`src/rtl/pipe_stage_reg.sv`:
```
// Pipeline stage register carrying {pc, inst} between two stages over a valid/ready
// handshake. A two-entry skid buffer keeps in_ready registered, and the stage supports flush and kill-next.
module pipe_stage_reg #(
    parameter int unsigned ADDR_W      = 32,
    parameter int unsigned INST_W      = 32,
    parameter int unsigned KILL_NEXT   = 1,
    parameter int unsigned ZERO_BUBBLE = 1
) (
    input  logic              clk,
    input  logic              rst,
    input  logic              in_valid,
    output logic              in_ready,
    input  logic [ADDR_W-1:0] in_pc,
    input  logic [INST_W-1:0] in_inst,
    output logic              out_valid,
    input  logic              out_ready,
    output logic [ADDR_W-1:0] out_pc,
    output logic [INST_W-1:0] out_inst,
    input  logic              flush,
    output logic              kill_pend,
    output logic [1:0]        occupancy
);

    logic              m_v_q, m_v_d, s_v_q, s_v_d, kill_q, kill_d;
    logic [ADDR_W-1:0] m_pc_q, m_pc_d, s_pc_q, s_pc_d;
    logic [INST_W-1:0] m_inst_q, m_inst_d, s_inst_q, s_inst_d;
    logic              acc_s, drn_s, discard_s, st_s;

    // in_ready depends only on the skid flag, so there is no combinational path from out_ready
    assign in_ready  = rst & ~s_v_q;
    assign out_valid = m_v_q;
    assign kill_pend = kill_q;
    assign occupancy = {1'b0, m_v_q} + {1'b0, s_v_q};
    assign out_pc    = ((ZERO_BUBBLE != 0) && !m_v_q) ? {ADDR_W{1'b0}} : m_pc_q;
    assign out_inst  = ((ZERO_BUBBLE != 0) && !m_v_q) ? {INST_W{1'b0}} : m_inst_q;

    assign acc_s     = in_valid & in_ready;
    assign drn_s     = m_v_q & out_ready;
    assign discard_s = acc_s & kill_q;
    assign st_s      = acc_s & ~discard_s & ~flush;

    // Next-state selection for the main/skid entries and the pending-kill flag
    always_comb begin
        m_v_d    = m_v_q;
        m_pc_d   = m_pc_q;
        m_inst_d = m_inst_q;
        s_v_d    = s_v_q;
        s_pc_d   = s_pc_q;
        s_inst_d = s_inst_q;
        kill_d   = kill_q;
        if (flush) begin
            m_v_d = 1'b0;
            s_v_d = 1'b0;
            if (ZERO_BUBBLE != 0) begin
                m_pc_d   = {ADDR_W{1'b0}};
                m_inst_d = {INST_W{1'b0}};
                s_pc_d   = {ADDR_W{1'b0}};
                s_inst_d = {INST_W{1'b0}};
            end else begin
                m_pc_d   = m_pc_q;
                m_inst_d = m_inst_q;
            end
            // A wrong-path beat is still upstream unless it was just accepted and dropped here
            if (KILL_NEXT != 0) begin
                kill_d = ~acc_s;
            end else begin
                kill_d = 1'b0;
            end
        end else begin
            if (discard_s) begin
                kill_d = 1'b0;
            end else begin
                kill_d = kill_q;
            end
            if (!m_v_q || drn_s) begin
                if (s_v_q) begin
                    m_v_d    = 1'b1;
                    m_pc_d   = s_pc_q;
                    m_inst_d = s_inst_q;
                    if (st_s) begin
                        s_pc_d   = in_pc;
                        s_inst_d = in_inst;
                    end else begin
                        s_v_d = 1'b0;
                    end
                end else if (st_s) begin
                    m_v_d    = 1'b1;
                    m_pc_d   = in_pc;
                    m_inst_d = in_inst;
                end else begin
                    m_v_d = 1'b0;
                end
            end else if (st_s) begin
                s_v_d    = 1'b1;
                s_pc_d   = in_pc;
                s_inst_d = in_inst;
            end else begin
                s_v_d = s_v_q;
            end
        end
    end

    // State registers with asynchronous active-low reset
    always_ff @(posedge clk or negedge rst) begin
        if (!rst) begin
            m_v_q    <= 1'b0;
            s_v_q    <= 1'b0;
            kill_q   <= 1'b0;
            m_pc_q   <= {ADDR_W{1'b0}};
            m_inst_q <= {INST_W{1'b0}};
            s_pc_q   <= {ADDR_W{1'b0}};
            s_inst_q <= {INST_W{1'b0}};
        end else begin
            m_v_q    <= m_v_d;
            s_v_q    <= s_v_d;
            kill_q   <= kill_d;
            m_pc_q   <= m_pc_d;
            m_inst_q <= m_inst_d;
            s_pc_q   <= s_pc_d;
            s_inst_q <= s_inst_d;
        end
    end

endmodule

```
`config.mk`:
```
export PLATFORM = sky130hd
export DESIGN_NAME = pipe_stage_reg
export DESIGN_NICKNAME = d
export VERILOG_FILES = /design/src/rtl/pipe_stage_reg.sv
export SDC_FILE = /design/constraint.sdc
export NUM_CORES = 1
export LEC_CHECK = 0
export ABC_AREA = 1
export CAP_MARGIN = 20
export CORE_UTILIZATION = 28
export CTS_CLUSTER_DIAMETER = 50
export DETAILED_ROUTE_END_ITERATION = 10
export SYNTH_ARGS = -nofsm -noshare
export SYNTH_HDL_FRONTEND = slang
export SYNTH_SLANG_ARGS = --single-unit
```
`constraint.sdc`:
```
create_clock -name clk -period 4.2 [get_ports clk]
set_input_delay 0.42 -clock clk [delete_from_list [all_inputs] [get_ports clk]]
set_output_delay 0.42 -clock clk [all_outputs]
set_load 0.01 [all_outputs]
```
# --- Word level (Yosys, flattened, before mapping) ---
# Index checks and enable logic that the tools add are counted.
word_totals:
  ff_bits: 131
  inputBits: 69
  output_inout_bits: 69
  elab_cells: 54
classes:
  addsub: 1
  eq_ne: 1
  mux: 28
  n_bitwise: 10
  n_reduce_logical: 7
op_table:
  columns: ["cell", "count"]
  rows:
  - ["$mux 32", 18]
  - ["$mux 1", 10]
  - ["$and 1x1->1", 6]
  - ["$reduce_bool 3->1", 2]
  - ["$not 1->1", 4]
  - ["$reduce_bool 2->1", 2]
  - ["$ne 3x3->1 const B", 1]
  - ["$add 1x1->2", 1]
  - ["$reduce_and 2->1", 1]
  - ["$logic_not 1->1", 1]
  - ["$logic_or 1x1->1", 1]

# --- Logic depth before layout (Yosys ltp) ---
logic_depth:
  ltp_word: 11
  ltp_mapped: 9
  ltp_nobuf: 7

# --- Least setup slack after synthesis ---
# No wires, ideal clock.
synth_path:
  kind: "reg-to-output"
  start: "register m_v_q, in the netlist out_valid"
  end: "output out_inst[0]"
  t_arrival_ns: 1.127
  t_required_ns: 3.780
  slack_ns: 2.653
  stages_incl_launch_ff: 5
  n_path_buf: 2
  path_cell_list: "dfrtp_1 -> clkbuf_1 -> clkbuf_1 -> nand2_1 -> inv_1"
synth_between:
  elab_chain_cells: 1
synth_rtl:
  columns: ["item", "line", "source"]
  rows:
  - ["start, declared", "24", "logic m_v_q, m_v_d, s_v_q, s_v_d, kill_q, kill_d;"]
  - ["start signal, assigned", "114", "m_v_q <= m_v_d;"]
  - ["$mux 32", "35", "assign out_inst = ((ZERO_BUBBLE != 0) && !m_v_q) ? {INST_W{1'b0}} : m_inst_q;"]
  - ["end, declared", "18", "output logic [INST_W-1:0] out_inst,"]
# Every way passes these cells.

# --- Worst setup path after layout ---
layout_path:
  start: "register m_v_q, in the netlist out_valid"
  end: "output out_pc[28]"
layout_between:
  elab_chain_cells: 1
layout_rtl:
  columns: ["item", "line", "source"]
  rows:
  - ["$mux 32", "34", "assign out_pc = ((ZERO_BUBBLE != 0) && !m_v_q) ? {ADDR_W{1'b0}} : m_pc_q;"]
  - ["end, declared", "17", "output logic [ADDR_W-1:0] out_pc,"]
# Every way passes these cells.

==> results.toml <==
[finish]
finish.utilization = 0.372
nets = 1099
design_area_sq_um = 9060
drive_above_1_share = 0.0662
diodes = 0
area_growth_pct = 30.2
final_cells = 1366

[yosys]
syn-cell-area_sq_um = 6960
synthTopCellsByArea = "dfrtp_1 (47%), nand2_1 (16%), nand3_1 (8.5%)"
synth_common_cells = "nand2_1 (291), dfrtp_1 (131), nand3_1 (118)"
syn-num-nets = 1011
synthFlopType = "dfrtp_1"
synth.avg_cell_area_sq_um = 7.39
synth_simple_gate_area_share = 0.375
synth_top_family_by_area = "simple AND/OR/NAND/NOR gates"
ys_seq_area_frac = 0.471
synth-adder-area-share = 0.00180
synth_cell_type_count = 20
synth_seq_cells = 131
synth.largest_area_cell = "dfrtp_1"
synth_enable_flop_cells = 0
synth-xor-area-share = 0
yosysWarnings = 0
synth_top_area_frac = 0.471
synthArstFlopShare = 1.00
synth_mux_area_frac = 0
synthCells = 941
synth_compound_area_frac = 0.0482
yosysMostFrequentCell = "nand2_1"

[critical_path]
cp-start-kind = "flip-flop"
arrival_ps = 2450
critPathKind = "reg2out"
max_stage_delay_ps = 770
timing.rr.end = "m_inst_q[7]"
critPathBufInv = 3
r2r_setup_slack_ps = 1580
rr_startpoint = "out_valid"
cp_slowest_cell = "dfrtp_2"
cp.required_ps = 3780
rr_worst_depth = 7
critPathMaxFanout = 35
path_cells = "buf_4 > nand2_1 > inv_1 > clkdlybuf4s50_1"
path_delay_family = "buffers and inverters"
end_kind = "output port"

[job]
cap_violations = 0

[sta]
min_period_ps = 2870
maxSlewHeadroom = 0.459
hold_violations = 0
fmax_mhz = 348
min_period_over_period = 0.684
tightest_slew_ps = 811
whs_ps = 469
fin_ws_ps = 1330
skew_ps = 9.29
final-max-slew-violation-count = 0
tns_ps = 0
setup_viol = 0
rsz0062_at_grt = "no"

[floorplan]
fp.dieW_microns = 160
ios = 138
die_y_microns = 160
row_count = 57
start_util = 0.286
dieArea_sq_um = 25500
core_sq_um = 24300

[global_route]
gr-total-overflow = 0
grt_pass1_wl_microns = 34500
antenna_found_initial = 1
grt_max_degree = 117
grt.total_usage = 0.170
grt_pass1_vias = 6260

[power]
power.density_nw_per_um2 = 363
vdd_ir_drop_max_mv = 0.259
power_mw = 3.29
p_leak_nw = 4.94

[min_path]
hp-class = "reg2reg"
whs_path_depth = 2
hold_path_end = "m_pc_q[3]"
hold_start = "m_pc_q[3]"

[detailed_routing]
drt_wl_total_microns = 20900
drt_first_iter_violations = 374
num_vias = 6406
via_per_inst = 4.69
drt-wirelength-per-cell_microns = 15.3
dr.pass1.iters = 7
ant_nets = 0
post-route-drc-count = 0

[clock_network]
clk_latency_ps = 420
clockBufferDepth = 2
cts_tree = "done"
clkTransAtPathRegs_ps = 60
cts_max_level = 4
cts.sinks = 131
postCtsSetupRepairBufs = 0
cts_buffers = 17
ctsRootBufferMaster = "clkbuf_16"

[placement]
gp_congestion = 0.779
place_ws_ps = 1510
dp_cells = 1333
port_buffers = 137
dpl_cell_area_sq_um = 8420
place_hpwl_microns = 12100

[outcome]
status = "finished, final reports clean"
-- placed cells by master (no fill, tap or decap), types with 4 or more instances in the layout --
| master | count |
|---|---|
| nor2_1 | 100 |
| nand3_1 | 118 |
| inv_1 | 67 |
| dfrtp_1 | 129 |
| nand3_2 | 12 |
| buf_4 | 13 |
| nand2_1 | 289 |
| nand4_1 | 64 |
| clkdlybuf4s50_1 | 136 |
| o21ai_0 | 50 |
| bufinv_16 | 4 |
| a21oi_1 | 16 |
| clkbuf_16 | 17 |
-- per-layer routing --
layer | vias up | wire [microns] | GRT usage
met5 | - | 0 | 0
met4 | 0 | 422 | 0.0629
met3 | 24 | 784 | 0.0294
met2 | 162 | 10200 | 0.284
met1 | 3021 | 9540 | 0.221
li1 | 3199 | - | -
-- cells by family (layout without fill, tap and decap cells) --
family,count (synthesis),after routing
simple gates,590,590
buf+inv,152,253
flops,131,131
compound gates,67,67
fa+ha+maj,1,1
-- worst min-delay path: stages (launching register included) --
cell and delay, ps:
dfrtp_1 340, nand2_1 50, nand2_1 50
-- final cells by class --
cell class	count	area, sq um
Fill cell	2519	15300
Clock buffer	19	443
Inverter	69	262
Multi-Input combinational cell	658	2980
Timing Repair Buffer	152	1500
Sequential cell	131	3280
Tap cell	324	405
Clock inverter	13	184
-- timing repair --
| item | 4_1_cts | 5_1_grt |
|---|---|---|
| hold buffers | 1 | 0 |
| endpoints found under the hold margin | 40 | 0 |
| gates resized for setup | 0 | 0 |
-- registers in the layout (all words and copies together), names as in the netlist --
name	cells
s_pc_q	32
s_inst_q	32
s_v_q	1
m_pc_q	32
kill_pend	1
out_valid	1
m_inst_q	32
-- worst max path at each step --
stage | from | endpoint | cells after the start
after CTS | out_valid | out_pc[28] | 4
after floorplan | out_valid | out_inst[0] | 4
after detailed placement | flush | m_inst_q[22] | 9
final | out_valid | out_pc[28] | 4
after global routing | out_valid | out_pc[11] | 4
after global placement | out_valid | m_inst_q[18] | 7
-- power breakdown --
| group | internal, mW | switching [mW] |
|---|---|---|
| Combinational | 0.132 | 0.196 |
| Clock | 1.01 | 0.587 |
| Sequential | 1.32 | 0.0414 |
| Total | 2.46 | 0.825 |
Power figures use the tool's default switching activity.
